[config.mk]
export PLATFORM = sky130hd
export DESIGN_NAME = int_ctrl
export DESIGN_NICKNAME = d
export VERILOG_FILES = /design/src/rtl/int_ctrl.sv
export SDC_FILE = /design/constraint.sdc
export NUM_CORES = 1
export LEC_CHECK = 0
export CAP_MARGIN = 5
export CELL_PAD_IN_SITES_DETAIL_PLACEMENT = 1
export CELL_PAD_IN_SITES_GLOBAL_PLACEMENT = 1
export CORE_ASPECT_RATIO = 0.7
export CORE_MARGIN = 3
export CORE_UTILIZATION = 29
export DETAILED_ROUTE_END_ITERATION = 12
export MAX_ROUTING_LAYER = met4
export PLACE_DENSITY_LB_ADDON = 0.1
export SYNTH_ARGS = -nofsm -noshare
export SYNTH_HDL_FRONTEND = slang
export SYNTH_SLANG_ARGS = --single-unit
[constraint.sdc]
create_clock -name clk -period 2.11 [get_ports clk]
set_input_delay 0.422 -clock clk [delete_from_list [all_inputs] [get_ports clk]]
set_output_delay 0.422 -clock clk [all_outputs]
set_load 0.02 [all_outputs]
[src/rtl/int_ctrl.sv]
// int_ctrl: interrupt controller for the pipelined MIPS core.
// Rising edges on irq_in are latched as pending requests. A software mask
// gates them, and the lowest enabled index wins. The winner is then presented
// to the CPU through a REQ -> SERVICE -> IDLE handshake (int_ack / eret).
// There is no nesting: edges that arrive during a handshake are only latched
// and wait for the controller to return to IDLE.
module int_ctrl #(
    parameter int          N_SRC     = 4,
    parameter logic [31:0] VEC_BASE  = 32'h0000_0040,
    parameter int          VEC_SHIFT = 4
) (
    input  logic             clk,
    input  logic             rst,
    input  logic [N_SRC-1:0] irq_in,
    input  logic             mask_we,
    input  logic [N_SRC-1:0] mask_wdata,
    input  logic             int_ack,
    input  logic             eret,
    output logic             int_req,
    output logic [2:0]       int_cause,
    output logic [31:0]      int_vec,
    output logic             in_service,
    output logic [N_SRC-1:0] pending
);

    typedef enum logic [1:0] {
        S_IDLE    = 2'd0,
        S_REQ     = 2'd1,
        S_SERVICE = 2'd2
    } state_t;

    state_t           r_state;
    logic [N_SRC-1:0] r_irq_d;
    logic [N_SRC-1:0] r_mask;
    logic [N_SRC-1:0] r_pending;
    logic             r_int_req;
    logic             r_in_service;
    logic [2:0]       r_cause;

    logic [N_SRC-1:0] w_rise;
    logic [N_SRC-1:0] w_clr;
    logic [N_SRC-1:0] w_enabled;
    logic             w_ack_taken;
    logic [2:0]       w_winner;

    // Lowest set index of a request vector; callers only use it when non-zero.
    function automatic logic [2:0] pick_lowest(input logic [N_SRC-1:0] req);
        logic [2:0] idx;
        idx = 3'd0;
        for (int i = N_SRC - 1; i >= 0; i--) begin
            if (req[i]) begin
                idx = 3'(i);
            end else begin
                idx = idx;
            end
        end
        return idx;
    endfunction

    assign w_rise      = irq_in & ~r_irq_d;
    assign w_enabled   = r_pending & r_mask;
    assign w_ack_taken = (r_state == S_REQ) && int_ack;
    assign w_winner    = pick_lowest(w_enabled);

    // One-hot clear of the source being acknowledged; only active on a legal ack.
    always_comb begin
        w_clr = '0;
        for (int i = 0; i < N_SRC; i++) begin
            if (w_ack_taken && (r_cause == 3'(i))) begin
                w_clr[i] = 1'b1;
            end else begin
                w_clr[i] = 1'b0;
            end
        end
    end

    // Delayed copy of the irq lines for rising-edge detection.
    always_ff @(posedge clk or negedge rst) begin
        if (!rst) begin
            r_irq_d <= '0;
        end else begin
            r_irq_d <= irq_in;
        end
    end

    // Software enable mask; resets to all sources enabled, writable in any state.
    always_ff @(posedge clk or negedge rst) begin
        if (!rst) begin
            r_mask <= {N_SRC{1'b1}};
        end else if (mask_we) begin
            r_mask <= mask_wdata;
        end else begin
            r_mask <= r_mask;
        end
    end

    // Pending latch: a new edge beats a same-cycle acknowledge clear.
    always_ff @(posedge clk or negedge rst) begin
        if (!rst) begin
            r_pending <= '0;
        end else begin
            r_pending <= (r_pending & ~w_clr) | w_rise;
        end
    end

    // Handshake FSM with registered int_req / in_service / int_cause.
    always_ff @(posedge clk or negedge rst) begin
        if (!rst) begin
            r_state      <= S_IDLE;
            r_int_req    <= 1'b0;
            r_in_service <= 1'b0;
            r_cause      <= 3'd0;
        end else begin
            case (r_state)
                S_IDLE: begin
                    r_in_service <= 1'b0;
                    if (|w_enabled) begin
                        r_cause   <= w_winner;
                        r_int_req <= 1'b1;
                        r_state   <= S_REQ;
                    end else begin
                        r_int_req <= 1'b0;
                    end
                end
                S_REQ: begin
                    // Cause stays frozen here; later mask writes do not retract it.
                    if (int_ack) begin
                        r_int_req    <= 1'b0;
                        r_in_service <= 1'b1;
                        r_state      <= S_SERVICE;
                    end else begin
                        r_int_req    <= 1'b1;
                        r_in_service <= 1'b0;
                    end
                end
                S_SERVICE: begin
                    r_int_req <= 1'b0;
                    if (eret) begin
                        r_in_service <= 1'b0;
                        r_state      <= S_IDLE;
                    end else begin
                        r_in_service <= 1'b1;
                    end
                end
                default: begin
                    r_state      <= S_IDLE;
                    r_int_req    <= 1'b0;
                    r_in_service <= 1'b0;
                    r_cause      <= 3'd0;
                end
            endcase
        end
    end

    assign int_req    = r_int_req;
    assign in_service = r_in_service;
    assign int_cause  = r_cause;
    assign pending    = r_pending;
    assign int_vec    = VEC_BASE + (32'(r_cause) << VEC_SHIFT);

endmodule

==> key figures <==
Setup path
  • Critical Path Source: int_cause[1]$_DFFE_PN0P_
  • Worst setup path end: int_vec[5]
  • Cells along the critical path: clkdlybuf4s50_1
  • Reg2reg path depth: 5
  • CP max stage cell: clkdlybuf4s50_1
  • Bufs and invs on worst path: 1
  • CP Max Fanout: 6
  • Stages on the worst setup path: 1
  • CP endpoint kind: primary output
  • CP max stage delay: 0.64 ns
  • Critical path's top delay family: buffers and inverters
  • FF-to-FF End: r_state[1]$_DFFE_PN0P_
  • CP Launch Type: flop
  • R2R Path Start: r_state[1]$_DFFE_PN0P_
  • Worst path arrival time: 1.34 ns
  • Critical path class: reg2out
  • Worst EP required: 1.69 ns
  • R2R setup slack: 0.55 ns

Global route
  • First-pass GRT wire length: 3.187 mm
  • Gr usage total: 9.520%
  • Total gr overflow: 0
  • Initial antenna violation count: 0
  • Largest net degree at the start of global routing: 19
  • Vias in the first global route: 661

Timing
  • Minimum clock period: ~1.8 ns
  • Setup Viol. Count Final: 0
  • Setup TNS: 0 ns
  • Max Slew Vio Count: 0
  • Final Skew: around 0.0047 ns
  • Fmax: 566.4 MHz
  • Period utilisation layout: 83.67%
  • RSZ-0062 raised after global routing: no
  • Hold Vio Cnt, Final: 0

Route
  • Initial DRC Count: 22
  • Via density: 3.917
  • Vias: 662
  • Final wirelength: 1.958 mm
  • DRT antenna net count: 0
  • Drt wl/cell: 11.59 um
  • # DRC: 0
  • DRT Pass-1 Iters: 4

Clock tree
  • Cts hold-fix bufs: 0
  • Worst skew pair latency: 0.25 ns
  • CTS clk-pin slew, worst paths: 0.07 ns
  • Post-CTS Setup Inserts: 0
  • Num CTS Buffers: 3
  • CTS tree: yes
  • Clock net sink count: 18
  • CTS resizes: 0
  • Bufs on Longest Clock Path: 2
  • # H-tree levels: 1
  • Clock Tree Root: clkbuf_8

Logic synthesis
  • Post-synthesis sequential area ratio: a little over two fifths
  • Yosys reg bits: 18
  • Post-synth top area share: 33.18%
  • Synth Area per Inst: 10.67 um2
  • Top FF cell, synth: dfrtp_1
  • Mapped Cells: 99
  • Post-synth EDFFs: 0
  • Ranking of synthesized cells by area: dfrtp_1 (33%), buf_4 (23%), dfstp_2 (10%), ha_1 (4.7%), mux2_1 (3.2%)
  • YS warnings: 0
  • Largest area contributor in the netlist: dfrtp_1
  • Cell variety after synth: 27
  • Synth Cell Area: between 0.001 and 0.0015 mm2
  • Fraction of registers with async set/reset: 100.0%

Min path
  • Worst hold start: r_irq_d[0]$_DFF_PN0_
  • Worst Hold Class: reg2reg

Layout
  • Share of cells above drive strength 1: 11.48%
  • Area grow syn2layout: 19.19%
  • Fin nets: 140
  • Non-Filler Instances: 169
  • ANT cells: 0

Placement
  • Post-DP HPWL: 1.617 mm
  • Input/output buffers: 22
  • Placer Congestion: between 0.6 and 0.7
  • Placed cells: ~170

Run
  • Max Cap Viol: 0

Floorplanning
  • Starting density of the core: 31.83%
  • Die Width: a little under 80 um
  • Area of the core: ~0.0033 mm2
  • Row count: 17
  • Io pins: 54
  • Die span in y: 56.49 um
  • Die ar.: between 0.004 and 0.005 mm2

Power and ir drop
  • IR drop worst, VDD: around 0.59 mV
  • Lkg Pwr: 0.5749 nW
  • Power density cells: 1153 mW/mm2

Status
  • Status: completed
-- through the flow --
stage / instance area (um2) / hold WS, ns / utilization [%] / power, mW / setup WS, ns
6_report: 1259 / 0.4104 / 37.93 / 1.452 / 0.3446
5_1_grt: 1259 / 0.4265 / 37.93 / 1.555 / 0.2829
4_1_cts: 1259 / 0.4155 / 37.93 / 1.475 / 0.3281
3_5_place_dp: 1204 / 0.4060 / 36.27 / 1.188 / 0.3506
3_3_place_gp: 1204 / 0.3943 / 36.27 / 1.195 / 0.4104
2_1_floorplan: 1165 / 0.1264 / - / 1.002 / 0.6541
-- metal layers --
metal,part of all wire (%),routed length (um),track usage (%),vias to the layer above
li1,-,-,-,314
met1,48,931,12.55,311
met2,42,823,12.93,35
met3,9.9,194,5.288,2
met4,0.41,8,1.496,0
met5,0,0,-,-
-- synth_stat cells, types with 2 or more instances --
cell type,count
buf_4,33
dfrtp_1,14
inv_1,7
nand2_1,5
dfstp_2,4
ha_1,4
o21ai_1,4
mux2_1,3
nor2b_1,3
a21oi_1,2
conb_1,2
o21ai_0,2
o31ai_1,2
-- layout by cell type, fill, tap and decap left out --
cell type	count
o31ai_1	2
a21oi_1	2
a32oi_1	1
a22oi_2	1
mux2_2	1
o32ai_1	1
a311oi_2	1
conb_1	31
a22oi_4	1
clkdlybuf4s50_1	22
inv_1	7
nand2_1	5
a211oi_1	1
o32a_1	1
o21ba_1	1
a21o_1	1
o21ai_0	2
nor2b_1	3
mux2_4	1
ha_1	4
dfrtp_1	14
nand3_1	1
buf_4	1
clkbuf_8	4
nor2_1	1
o21ai_1	4
mux2_1	3
a31oi_1	1
dfstp_2	4
-- how the worst min path moves through the flow --
| stage | depth (start not counted) | slack (ns) | to |
|---|---|---|---|
| 2_1_floorplan | 0 | 0.13 | in_service$_DFF_PN0_ |
| 3_3_place_gp | 1 | 0.39 | pending[3]$_DFF_PN0_ |
| 3_5_place_dp | 1 | 0.41 | pending[0]$_DFF_PN0_ |
| 4_1_cts | 1 | 0.42 | pending[0]$_DFF_PN0_ |
| 5_1_grt | 1 | 0.43 | pending[3]$_DFF_PN0_ |
| 6_report | 1 | 0.41 | pending[0]$_DFF_PN0_ |
-- registers in the layout (all words and copies together), names as in the netlist --
name,cells
int_req,1
in_service,1
r_state,2
int_cause,2
r_irq_d,4
r_mask,4
pending,4
-- logic make-up (layout without fill, tap and decap cells) --
logic type                 count (synthesis)  after routing  synth area share (%)
AOI/OAI and AO/OA                         20             20                 15.40
DFF                                       18             18                 43.13
adders and majority gates                  4              4                 4.740
muxes                                      5              5                 5.686
and+or+nand+nor                           10             10                 4.383
other                                      2             31                0.7112
buffers and inverters                     40             34                 25.95
-- cell type report --
class	count	area, um2
well taps	47	58.81
inverters	7	26.28
multi-input cells	70	435.4
flip-flops and latches	18	455.4
fillers	391	2059
clock buffers	4	55.05
repair buffers	23	227.7
-- power breakdown --
group | leakage [nW] | switching [mW] | internal, mW
combinational | 0.344 | 0.345 | 0.310
sequential | 0.202 | 0.0865 | 0.437
clock | 0.0288 | 0.108 | 0.166
total | 0.575 | 0.539 | 0.913
Power figures use the tool's default switching activity.
